## src/rtl/wbu.sv

```systemverilog
// ---------------------------------------------------------------------------
// wbu -- write-back unit
//
// Merges two result sources onto a single register-file write port:
//   * ALU results, buffered in a 2-entry FIFO with valid/ready handshake
//   * load results from the LSU, which have no back-pressure and always win
//
// Ports
//   clk, rst            clock, synchronous active-high reset
//   alu_valid/ready     ALU handshake (accepted on valid & ready at clk rise)
//   alu_rd/wen/data     ALU destination, write request, result
//   lsu_valid           load data present this cycle (always consumed)
//   lsu_rd/funct3       load destination and load type
//   lsu_addr_lo         byte offset of the load within the aligned word
//   lsu_rdata           raw aligned word from memory
//   waddr/wdata/wen     register-file write port (combinational)
//   retire_cnt          running count of consumed results, wraps at 2^32
// ---------------------------------------------------------------------------
module wbu #(
  parameter int DATA_WIDTH  = 32,
  parameter int REG_NUM_BIT = 5
) (
  input  logic                   clk,
  input  logic                   rst,
  input  logic                   alu_valid,
  output logic                   alu_ready,
  input  logic [REG_NUM_BIT-1:0] alu_rd,
  input  logic                   alu_wen,
  input  logic [DATA_WIDTH-1:0]  alu_data,
  input  logic                   lsu_valid,
  input  logic [REG_NUM_BIT-1:0] lsu_rd,
  input  logic [2:0]             lsu_funct3,
  input  logic [1:0]             lsu_addr_lo,
  input  logic [DATA_WIDTH-1:0]  lsu_rdata,
  output logic [REG_NUM_BIT-1:0] waddr,
  output logic [DATA_WIDTH-1:0]  wdata,
  output logic                   wen,
  output logic [31:0]            retire_cnt
);

  logic [REG_NUM_BIT-1:0] fifo_rd   [2];
  logic                   fifo_wen  [2];
  logic [DATA_WIDTH-1:0]  fifo_data [2];
  logic                   rd_ptr;
  logic                   wr_ptr;
  logic [1:0]             count;

  logic push;
  logic pop;
  logic lsu_take;

  // Ready does not look at this cycle's pop: a full FIFO stalls the ALU
  // for one cycle even when the head is leaving.
  assign alu_ready = !rst && (count < 2'd2);
  assign push      = alu_valid && alu_ready;
  assign lsu_take  = !rst && lsu_valid;
  assign pop       = !rst && !lsu_valid && (count != 2'd0);

  // Load data formatting
  logic [7:0]            byte_sel;
  logic [15:0]           half_sel;
  logic [DATA_WIDTH-1:0] load_data;

  always_comb begin
    byte_sel = 8'h00;
    case (lsu_addr_lo)
      2'd0: byte_sel = lsu_rdata[7:0];
      2'd1: byte_sel = lsu_rdata[15:8];
      2'd2: byte_sel = lsu_rdata[23:16];
      2'd3: byte_sel = lsu_rdata[31:24];
      default: byte_sel = 8'h00;
    endcase
    // Halfword loads only look at addr_lo[1]; bit 0 is ignored.
    half_sel = lsu_addr_lo[1] ? lsu_rdata[31:16] : lsu_rdata[15:0];

    load_data = lsu_rdata;
    case (lsu_funct3)
      3'b000:  load_data = {{(DATA_WIDTH-8){byte_sel[7]}}, byte_sel};
      3'b001:  load_data = {{(DATA_WIDTH-16){half_sel[15]}}, half_sel};
      3'b100:  load_data = {{(DATA_WIDTH-8){1'b0}}, byte_sel};
      3'b101:  load_data = {{(DATA_WIDTH-16){1'b0}}, half_sel};
      default: load_data = lsu_rdata;
    endcase
  end

  // Write port mux; writes to x0 or entries without a write request are
  // suppressed but still consumed.
  always_comb begin
    waddr = '0;
    wdata = '0;
    wen   = 1'b0;
    if (lsu_take) begin
      waddr = lsu_rd;
      wdata = load_data;
      wen   = (lsu_rd != '0);
    end else if (pop) begin
      waddr = fifo_rd[rd_ptr];
      wdata = fifo_data[rd_ptr];
      wen   = fifo_wen[rd_ptr] && (fifo_rd[rd_ptr] != '0);
    end
  end

  // Entry storage needs no reset: occupancy alone says what is valid.
  always_ff @(posedge clk) begin
    if (push) begin
      fifo_rd[wr_ptr]   <= alu_rd;
      fifo_wen[wr_ptr]  <= alu_wen;
      fifo_data[wr_ptr] <= alu_data;
    end
  end

  always_ff @(posedge clk) begin
    if (rst) begin
      rd_ptr     <= 1'b0;
      wr_ptr     <= 1'b0;
      count      <= 2'd0;
      retire_cnt <= 32'd0;
    end else begin
      if (push) wr_ptr <= ~wr_ptr;
      if (pop)  rd_ptr <= ~rd_ptr;
      case ({push, pop})
        2'b10:   count <= count + 2'd1;
        2'b01:   count <= count - 2'd1;
        default: count <= count;
      endcase
      if (lsu_take || pop) retire_cnt <= retire_cnt + 32'd1;
    end
  end

endmodule

```

## config.mk

```make
export PLATFORM = sky130hd
export DESIGN_NAME = wbu
export DESIGN_NICKNAME = d
export VERILOG_FILES = /design/src/rtl/wbu.sv
export SDC_FILE = /design/constraint.sdc
export NUM_CORES = 1
export LEC_CHECK = 0
export BUFFER_PORTS_ARGS = -buffer_cell sky130_fd_sc_hd__buf_2
export CORE_MARGIN = 5
export CORE_UTILIZATION = 52
export DETAILED_ROUTE_END_ITERATION = 8
export GPL_TIMING_DRIVEN = 0
export PLACE_DENSITY = 0.8
export SKIP_LAST_GASP = 1
export SLEW_MARGIN = 20
export SYNTH_ARGS = -nofsm -noshare
export SYNTH_HDL_FRONTEND = slang
export SYNTH_SLANG_ARGS = --single-unit
```

## constraint.sdc

```tcl
create_clock -name clk -period 3.7 [get_ports clk]
set_input_delay 0.74 -clock clk [delete_from_list [all_inputs] [get_ports clk]]
set_output_delay 0.74 -clock clk [all_outputs]
set_load 0.02 [all_outputs]
```

# Yosys cells after proc, flatten, opt, wreduce, memory -nomap -nowiden
# Memory sizes are Yosys's and may differ from the RTL's. A register that Yosys moved wholly into a read port is not among the register bits.
# Cells that the tools add are included.
op_classes:
  add_sub_neg: 3
  n_mul: 0
  n_div: 0
  order_cmp: 1
  n_eq_ne: 8
  shift: 0
  mux: 18
  bitwise_logic: 2
  n_reduce_logical: 15
ops:
  columns: ["cell", "n"]
  rows:
  - ["$pmux 32 s4", 1]
  - ["$mux 32", 2]
  - ["$add 32x1->32 const B", 1]
  - ["$pmux 8 s4", 1]
  - ["$mux 16", 1]
  - ["$mux 1", 10]
  - ["$mux 5", 2]
  - ["$reduce_bool 5->1", 2]
  - ["$eq 2x2->1 const B", 3]
  - ["$eq 3x3->1 const B", 2]
  - ["$logic_and 1x1->1", 6]
  - ["$eq 2x1->1 const B", 2]
  - ["$pmux 2 s2", 1]
  - ["$reduce_bool 2->1", 2]
  - ["$eq 3x1->1 const B", 1]
  - ["$logic_not 3->1", 1]
  - ["$add 2x1->2 const B", 1]
  - ["$logic_not 1->1", 2]
  - ["$logic_not 2->1", 1]
  - ["$lt 2x2->1 const B", 1]
  - ["$not 1->1", 2]
  - ["$sub 2x1->2 const B", 1]
  - ["$logic_or 1x1->1", 1]
word_totals:
  register_bits: 36
  latch_bits: 0
  ramBits: 76
  rom_bits: 0
  inputBits: 84
  out_inout_bits: 71
  word_cells: 54
  n_memories: 3
memory_table:
  columns: ["memory", "depth", "word_bits", "rd", "rd_clocked_by_memory_dff", "write_ports", "line_no", "source"]
  rows:
  - ["fifo_data", 2, 32, 1, 1, 1, "43", "logic [DATA_WIDTH-1:0] fifo_data [2];"]
  - ["fifo_rd", 2, 5, 1, 1, 1, "41", "logic [REG_NUM_BIT-1:0] fifo_rd [2];"]
  - ["fifo_wen", 2, 1, 1, 1, 1, "42", "logic fifo_wen [2];"]

# Longest topological paths before layout
# Gate-level depths: netlist of the first run.
depth:
  word_depth: 5
  depth_mapped: 8
  mapped_depth_nobuf: 7

# Worst setup path before layout of the first run
# OpenSTA, ideal clock, no wires.
synth_path:
  kind: "input-to-reg"
  startpoint: "input rst"
  endpoint: "memory fifo_data[0][0], enable pin"
  setup_ns: 0.433
  t_arrival_ns: 3.056
  required_ns: 3.267
  path_slack_ns: 0.211
  stages: 4
  n_path_buf: 1
  path_cell_list: "buf_2 -> nor2_1 -> nand2_1 -> nor2_1"
synth_via:
  elab_chain_cells: 5
synth_rtl:
  columns: ["element", "line_no", "source"]
  rows:
  - ["start, declared", "24", "input logic rst,"]
  - ["$logic_not 1->1", "54", "assign alu_ready = !rst && (count < 2'd2);"]
  - ["$logic_and 1x1->1", "54", null]
  - ["named net alu_ready", "26", "output logic alu_ready,"]
  - ["$logic_and 1x1->1", "55", "assign push = alu_valid && alu_ready;"]
  - ["$mux 1", "105", "if (push) begin"]
  - ["$mux 1 (not written as such)", "108", "fifo_data[wr_ptr] <= alu_data;"]
  - ["end, declared", "43", null]
# The timed path passes the listed nets, and every way through them passes these cells.

# Worst setup path after layout of the first run
layout_path:
  startpoint: "input rst"
  endpoint: "output wdata[27]"
layout_via:
  elab_chain_cells: 5
  word_cells_on_any_way: 6
  cone_classes: "mux (2); reduce/logical (4)"
layout_rtl:
  columns: ["element", "line_no", "source"]
  rows:
  - ["$logic_not 1->1 (*)", "56, 57", null]
  - ["$logic_and 1x1->1 (2 in series)", "57", "assign pop = !rst && !lsu_valid && (count != 2'd0);"]
  - ["$mux 32", "96", "end else if (pop) begin"]
  - ["$mux 32 (*)", "92", "if (lsu_take) begin"]
  - ["end, declared", "36", "output logic [DATA_WIDTH-1:0] wdata,"]
# Every way passes the cells marked *; elsewhere a longest branch is shown, timed or not.

==> out/qor.yml, run 1 <==
worst_setup_path:
  path_max_fanout: 10
  regToRegSetupSlack_ns: 1.10
  startpoint: "rst"
  cp_data_required_time_ns: 2.96
  rr_startpoint: "count[0]$_SDFFE_PP0P_"
  crit_path_end_kind: "primary output"
  worstSetupPathType: "in2out"
  crit_end: "wdata[27]"
  timing.rr.end: "count[1]$_SDFFE_PP0P_"
  start_kind: "input port"
  crit_arrival_ns: 2.72
  reg2reg_depth: 7
job:
  drv_cap: 0
detailed_routing:
  drtPass1Iterations: 8
  drc: 0
  drt-vias-per-instance: 5.817
  vias: 4543
  drt-total-wl_microns: 14860
  wl_per_cell_microns: 19.03
  ant_nets: 0
  drt_iter0_drc: 240
grt:
  grt_max_degree: 23
  grt_pass1_wl_microns: 23630
  grt_pass1_vias: 4590
  grt_usage_pct: 24.19
  antenna_found_initial: 2
  grt_overflow_total: 0
clocking:
  clock_sinks: 113
  clk_pin_slew_ns: 0.05
  cts_setup_buffers: 0
  ctsHoldBuffers: 0
  root_buffer: "clkbuf_8"
  cts_resized: 0
  ctsLongestPathBuffers: 2
  tritoncts: "built"
  cts_buffers: 17
  htreeDepth: 4
  insertion_delay_ns: 0.52
floorplanning:
  ios: 155
  fp.dieArea_sq_um: 12280
  die_w_microns: 110.8
  die_h_microns: 110.8
  rows: 36
  initial_core_util_pct: 53.59
  core-area_sq_um: 9864
logic_synthesis:
  ys_top_cells_by_count: "76 x edfxtp_1, 38 x nor2_1, 37 x dfxtp_1"
  syn_nets: 546
  ys_top_cells_by_area: "edfxtp_1 43%, dfxtp_1 14%, mux2i_1 4.2%"
  async_reset_ff_share_pct: 0
  avgSynthCellArea_sq_um: 11.49
  synth_flop_cell: "edfxtp_1"
  synth_cell_types: 40
  synth-seq-cells: 113
  syn_inst: 460
  synth_compound_area_share_pct: 13.04
  synthAdderAreaFrac_pct: 0.4734
  synth-seq-area-share_pct: 57.18
  yosys_warnings: 0
  synth_top_area_cell: "edfxtp_1"
  synth_mux_area_share_pct: 8.213
  yosysTopAreaCellShare_pct: 43.17
  synth_edf_count: 76
  synth_top_family_by_area: "simple AND/OR/NAND/NOR gates"
  syn_area_sq_um: 5286
  synth_xor_area_share_pct: 4.639
  yosys.area_share.simple_pct: 13.87
  yosysMostFrequentCell: "edfxtp_1"
final_layout:
  nNetsFinal: 720
  area_growth_pct: 30.01
  instances_no_fill: 781
  final_util_pct: 69.67
  drive_gt1_share_pct: 33.69
  design_area_sq_um: 6873
placed_design:
  place.gp.congestion: 0.8953
  dp_hpwl_microns: 10850
  pre_cts_ws_ns: 0.2860
  placed_area_sq_um: 6282
  io_buffer_count: 153
  place_inst: 748
timing:
  rsz0062_at_grt: "no"
  max_slew.worst_pin.slew_ns: 1.067
  relSlewSlack_pct: 28.20
  hold_viol: 0
  fin_tns_setup_ns: 0
  fin_crit_sh_pct: 93.41
  max_freq_mhz: 289.3
  setup_ws_ns: 0.2439
  period_minus_slack_ns: 3.456
  skew_ns: 0.006360
  setup_violations: 0
  whs_ns: 0.4114
  finalMaxSlewViolations: 0
power_and_ir_drop:
  p_total_mw: 3.443
  powerDensity_nw_per_um2: 500.9
  p_leak_nw: 2.758
  ir_drop_uv: 321.8
outcome:
  status: "finished, final reports clean"
min_path:
  hp-class: "in2reg"
==> registers in the layout, indices dropped and copies added (netlist names), named ones only <==
register and cells:
wr_ptr 1, count 2, retire_cnt 32, fifo_wen 2, fifo_rd 10, rd_ptr 1, fifo_data 64
==> placed cells by master, fill, tap and decap left out, drive strengths merged, types with 21 or more instances in the layout <==
cell type / Yosys / routed
buf: 6 / 161
edfxtp: 76 / 76
clkbuf: 23 / 45
nor2: 38 / 38
dfxtp: 37 / 37
o21ai: 25 / 25
a21oi: 25 / 25
xor2: 24 / 24
mux2i: 22 / 22
nand2: 21 / 21
==> worst max-delay path, stage by stage <==
cell	delay, ns
buf_2	0.17
nor2b_1	0.20
clkbuf_1	0.27
and2_0	0.17
clkbuf_1	0.30
clkbuf_1	0.42
a221o_1	0.26
buf_2	0.17
==> power by group <==
part / switching, mW / leakage, nW / internal [mW]
registers: 0.0192 / 0.996 / 1.40
logic: 0.249 / 1.48 / 0.167
clock network: 0.552 / 0.277 / 1.06
==> worst min-delay path by stage <==
stage	start	cells after the start	end	slack (ns)
after floorplan	rd_ptr$_SDFFE_PP0P_	2	flop	0.48
after global placement	retire_cnt[31]$_SDFFE_PP0P_	2	retire_cnt[31]$_SDFFE_PP0P_	0.49
after detailed placement	rd_ptr$_SDFFE_PP0P_	2	rd_ptr$_SDFFE_PP0P_	0.51
after CTS	alu_data[9]	1	fifo_data[0][9]$_DFFE_PP_	0.38
after global routing	alu_rd[3]	1	fifo_rd[0][3]$_DFFE_PP_	0.39
final	alu_data[12]	1	fifo_data[1][12]$_DFFE_PP_	0.41
==> cells by family after synthesis <==
group	Yosys count
simple gates	143
flops	113
compound gates	100
mux	41
buf+inv	33
xor+xnor	28
fa+ha+maj	2
==> metal layers <==
layer	GRT usage, %	vias to the layer above	share of wire [%]
li1	-	2101	-
met1	29.11	2128	39
met2	39.32	267	48
met3	8.079	43	9.9
met4	11.08	4	3.2
met5	0	-	0.14
==> final cells by class <==
type	instances	area, sq um
Fill cell	738	2992
Clock inverter	10	135.1
Clock buffer	22	452.9
Inverter	4	15.01
Buffer	29	121.4
Timing Repair Buffer	155	820.8
Sequential cell	113	3023
Tap cell	133	166.4
Multi-Input combinational cell	314	2136
Antenna cell	1	2.502
No activity file was read; power rests on OpenSTA's default activity.
==> inputs of run 2 (changes only) <==
--- a/config.mk
+++ b/config.mk
@@ -5,12 +5,14 @@
 export SDC_FILE = /design/constraint.sdc
 export NUM_CORES = 1
 export LEC_CHECK = 0
-export BUFFER_PORTS_ARGS = -buffer_cell sky130_fd_sc_hd__buf_2
 export CORE_MARGIN = 5
-export CORE_UTILIZATION = 52
+export CORE_UTILIZATION = 55
+export CTS_BUF_LIST = sky130_fd_sc_hd__clkbuf_4 sky130_fd_sc_hd__clkbuf_8 sky130_fd_sc_hd__clkbuf_16
 export DETAILED_ROUTE_END_ITERATION = 8
+export DONT_BUFFER_PORTS = 1
 export GPL_TIMING_DRIVEN = 0
-export PLACE_DENSITY = 0.8
+export PLACE_DENSITY = 0.7
+export RECOVER_POWER = 25
 export SKIP_LAST_GASP = 1
 export SLEW_MARGIN = 20
 export SYNTH_ARGS = -nofsm -noshare
==> out/qor.yml, run 2 (synthesized netlist as in run 1, its figures left out) <==
timing:
  max_freq_mhz: 296.1
  period_minus_slack_ns: 3.377
  hold_viol: 0
  whs_ns: 0.3180
  setup_violations: 0
  skew_ns: 0.01330
  relSlewSlack_pct: 47.27
  max_slew.worst_pin.slew_ns: 0.7827
  finalMaxSlewViolations: 0
  fin_crit_sh_pct: 91.27
  rsz0062_at_grt: "no"
  setup_ws_ns: 0.3231
clocking:
  clock_sinks: 113
  cts_resized: 0
  insertion_delay_ns: 0.51
  ctsHoldBuffers: 0
  root_buffer: "clkbuf_8"
  cts_buffers: 17
  htreeDepth: 4
  ctsLongestPathBuffers: 2
  cts_setup_buffers: 0
  clk_pin_slew_ns: 0.06
  tritoncts: "built"
detailed_routing:
  ant_nets: 0
  drt-total-wl_microns: 13480
  drt-vias-per-instance: 6.114
  drc: 0
  drtPass1Iterations: 8
  vias: 3809
  drt_iter0_drc: 266
  wl_per_cell_microns: 21.64
grt:
  grt_pass1_wl_microns: 20450
  grt_pass1_vias: 3790
  grt_usage_pct: 23.30
  grt_overflow_total: 0
  grt_max_degree: 23
  antenna_found_initial: 0
worst_setup_path:
  rr_startpoint: "count[0]$_SDFFE_PP0P_"
  regToRegSetupSlack_ns: 1.17
  critical-path-max-stage-delay_ns: 0.41
  crit_path_end_kind: "primary output"
  crit_buf_inv: 4
  path_max_fanout: 10
  cp_common_cell: "clkbuf_1"
  timing.rr.end: "count[1]$_SDFFE_PP0P_"
  reg2reg_depth: 7
  cp_data_required_time_ns: 2.96
  crit_arrival_ns: 2.64
  crit_family: "buffers and inverters"
  worstSetupPathType: "in2out"
  cp_cell_sequence: "buf_2 > nor2b_1 > clkbuf_1 > and2_0 > clkbuf_1 > clkbuf_1 > a221o_1"
  start_kind: "input port"
  cpMaxStageDelayCell: "clkbuf_1"
power_and_ir_drop:
  p_total_mw: 3.427
  powerDensity_nw_per_um2: 556.1
  ir_drop_uv: 326.7
  p_leak_nw: 2.106
min_path:
  min_from: "alu_data[1]"
  worstHoldPathCells: 0
  hold_end: "fifo_data[0][1]$_DFFE_PP_"
  hp-class: "in2reg"
floorplanning:
  die_h_microns: 108.0
  ios: 155
  die_w_microns: 108.0
  initial_core_util_pct: 56.67
  core-area_sq_um: 9328
  fp.dieArea_sq_um: 11670
  rows: 35
final_layout:
  area_growth_pct: 16.59
  nNetsFinal: 567
  final_common_cell: "edfxtp_1"
  largest_reg_flops: 64
  final_cell_mix: "76 x edfxtp_1, 37 x nor2_1, 37 x dfxtp_1"
  regMostFlops: "fifo_data"
  reg_top3: "fifo_data (64), retire_cnt (32), fifo_rd (10)"
  drive_gt1_share_pct: 13.97
  insertedDiodeCount: 0
placed_design:
  pre_cts_ws_ns: 0.3832
  place.gp.congestion: 0.9458
  dp_hpwl_microns: 9829
  io_buffer_count: 0
outcome:
  status: "finished, final reports clean"
job:
  drv_cap: 0
-- run 2: layer usage --
| metal | up-vias | part of all wire [%] | routed length, microns | track usage, % |
|---|---|---|---|---|
| met1 | 1816 | 37 | 5050 | 26.80 |
| met2 | 188 | 49 | 6657 | 38.45 |
| met3 | 18 | 12 | 1551 | 10.69 |
| met4 | 0 | 1.7 | 225 | 8.206 |
| met5 | - | 0 | 0 | 0 |
| li1 | 1787 | - | - | - |
-- run 2: area by class of cell --
class | count | area (sq um)
multi-input combinational | 314 | 2142
tap | 129 | 161.4
sequential | 113 | 3023
clock inverter | 4 | 25.02
fill | 719 | 3164
inverter | 4 | 15.01
timing repair buffer | 2 | 55.05
buffer | 29 | 121.4
clock buffer | 28 | 620.6
-- run 2: worst reg2reg max path, cell delays in order, from the launching register on --
cell,delay [ns]
dfxtp_1,0.40
nor2_1,0.08
or3_1,0.41
clkinv_1,0.22
clkbuf_1,0.47
ha_1,0.38
or3_1,0.35
a21oi_1,0.14
-- run 2: worst max-delay path by stage --
| stage | startpoint | to | slack (ns) | depth (start not counted) |
|---|---|---|---|---|
| floorplan | rst | fifo_data[0][0]$_DFFE_PP_ | 0.21 | 4 |
| global placement | rst | fifo_rd[0][3]$_DFFE_PP_ | -0.86 | 4 |
| detailed placement | rst | wdata[24] | 0.38 | 7 |
| CTS | lsu_funct3[0] | wdata[1] | 0.36 | 7 |
| global route | lsu_funct3[0] | wdata[4] | 0.20 | 8 |
| finish | rst | wdata[26] | 0.32 | 7 |
-- run 2: metrics by stage --
step                TNS (ns)  area (sq um)  std cells  util [%]
finish                     0          6163        623     66.08
global route               0          6163        623     66.08
CTS                        0          6157        623     66.01
detailed placement         0          5512        591     59.09
global placement      -32.60          5448        589     58.40
floorplan                  0          5286        460         -
-- run 2: report_power, final --
group | switching, mW | internal [mW] | total, mW
clock network | 0.554 | 1.13 | 1.69
registers | 0.0219 | 1.40 | 1.42
logic | 0.204 | 0.114 | 0.318
total | 0.781 | 2.65 | 3.43
==> inputs of run 3 (changes only) <==
--- a/config.mk
+++ b/config.mk
@@ -5,6 +5,7 @@
 export SDC_FILE = /design/constraint.sdc
 export NUM_CORES = 1
 export LEC_CHECK = 0
+export CORE_ASPECT_RATIO = 1.25
 export CORE_MARGIN = 5
 export CORE_UTILIZATION = 55
 export CTS_BUF_LIST = sky130_fd_sc_hd__clkbuf_4 sky130_fd_sc_hd__clkbuf_8 sky130_fd_sc_hd__clkbuf_16
==> out/qor.yml, run 3 (synthesized netlist as in run 1, its figures left out) <==
outcome:
  status: "finished, final reports clean"
clocking:
  clock_sinks: 113
  htreeDepth: 4
  insertion_delay_ns: 0.40
  ctsHoldBuffers: 0
  cts_setup_buffers: 0
  root_buffer: "clkbuf_16"
  ctsLongestPathBuffers: 2
  cts_buffers: 17
  clk_pin_slew_ns: 0.05
  cts_resized: 0
  tritoncts: "built"
floorplanning:
  ios: 155
  die_w_microns: 97.69
  initial_core_util_pct: 55.59
  core-area_sq_um: 9509
  fp.dieArea_sq_um: 11680
  die_h_microns: 119.6
  rows: 40
worst_setup_path:
  critical-path-max-stage-delay_ns: 0.38
  cp_cell_sequence: "buf_2 > nor2b_1 > clkbuf_1 > and2_0 > clkbuf_1 > clkbuf_1 > a221o_1"
  crit_path_end_kind: "primary output"
  cp_data_required_time_ns: 2.96
  cpMaxStageDelayCell: "clkbuf_1"
  start_kind: "input port"
  crit_arrival_ns: 2.55
  worstSetupPathType: "in2out"
  cp_common_cell: "clkbuf_1"
  path_max_fanout: 10
detailed_routing:
  wl_per_cell_microns: 21.02
  drt_iter0_drc: 172
  ant_nets: 0
  drt-total-wl_microns: 13040
  drt-vias-per-instance: 6.110
  drc: 0
  vias: 3788
  drtPass1Iterations: 5
power_and_ir_drop:
  pwr-share-clk_pct: 48.8
  swShare_pct: 22.46
  p_int_mw: 2.631
  ir_drop_uv: 436.4
  p_comb_share_pct: 9.3
  powerDensity_nw_per_um2: 555.2
  p_sw_uw: 762.0
  p_leak_nw: 2.073
  power_frac_seq_pct: 41.9
timing:
  hold_viol: 0
  skew_ns: 0.008394
  finalMaxSlewViolations: 0
  fin_crit_sh_pct: 88.96
  max_freq_mhz: 303.8
  setup_violations: 0
  max_slew.worst_pin.slew_ns: 0.9109
  relSlewSlack_pct: 38.71
  period_minus_slack_ns: 3.291
  rsz0062_at_grt: "no"
  fin_tns_setup_ns: 0
placed_design:
  place.gp.congestion: 0.9343
  dp_hpwl_microns: 9857
  io_buffer_count: 0
grt:
  grt_usage_pct: 22.37
  grt_pass1_vias: 4002
  grt_max_degree: 24
  grt_pass1_wl_microns: 20400
  grt_overflow_total: 0
  antenna_found_initial: 0
final_layout:
  reg_top3: "fifo_data (64), retire_cnt (32), fifo_rd (10)"
  regMostFlops: "fifo_data"
  drive_gt1_share_pct: 12.96
  insertedDiodeCount: 0
  largest_reg_flops: 64
  final_common_cell: "edfxtp_1"
  final_cell_mix: "76 x edfxtp_1, 37 x nor2_1, 37 x dfxtp_1"
  final_util_pct: 64.26
  area_growth_pct: 15.60
  nNetsFinal: 567
min_path:
  hp-class: "in2reg"
job:
  drv_cap: 0
-- run 3: cell count changes in the layout (fill, tap and decap cells not counted), sizes merged --
| cell | change |
|---|---|
| clkinv | +5 |
| bufinv | +4 |
| clkinvlp | +2 |
| clkbuf | -10 |
| inv | -1 |
-- run 3: worst paths after layout --
kind	start	end	slack, ns	cells past startpoint
worst min register to register	rd_ptr$_SDFFE_PP0P_	rd_ptr$_SDFFE_PP0P_	0.54	2
worst max-delay path	rst	wdata[28]	0.41	7
worst min-delay path	alu_data[14]	fifo_data[1][14]$_DFFE_PP_	0.43	0
worst max register to register	count[1]$_SDFFE_PP0P_	count[1]$_SDFFE_PP0P_	1.18	7
-- run 3: worst max-delay path: cells and delay by family --
| kind | cells | cell delay [ns] |
|---|---|---|
| buffers and inverters | 4 | 1.16 |
| AOI/OAI and AO/OA | 1 | 0.35 |
| and+or+nand+nor | 2 | 0.30 |
-- run 3: area by class of cell --
cell class	count	area [sq um]
timing repair buffer	2	55.05
clock inverter	14	170.2
sequential	113	3023
buffer	29	121.4
inverter	4	15.01
fill	754	3398
clock buffer	18	432.9
tap	126	157.7
multi-input combinational	314	2136
-- run 3: stage by stage --
step           area [sq um]  setup slack (ns)  instances  power [mW]  hold WS [ns]
2_1_floorplan          5286            0.2106        460       1.690        0.4799
3_3_place_gp           5444           -0.8183        586       1.749        0.4935
3_5_place_dp           5508            0.4087        588       1.763        0.5086
4_1_cts                6111            0.3954        620       3.415        0.4166
5_1_grt                6111            0.1546        620       3.505        0.4076
6_report               6111            0.4086        620       3.393        0.4344
-- run 3: per-layer routing --
layer | GRT usage [%] | wire length [microns] | vias to the layer above
met3 | 10.47 | 1337 | 14
met1 | 22.99 | 4670 | 1827
met5 | 0 | 0 | -
met2 | 39.32 | 6793 | 152
li1 | - | - | 1795
met4 | 8.745 | 234 | 0
-- run 3: power groups by stage --
stage	Clock (mW)	Combinational, mW	Sequential [mW]
2_1_floorplan	0	0.247	1.44
3_3_place_gp	0	0.302	1.45
3_5_place_dp	0	0.315	1.45
4_1_cts	1.67	0.318	1.42
5_1_grt	1.74	0.339	1.43
6_report	1.66	0.314	1.42
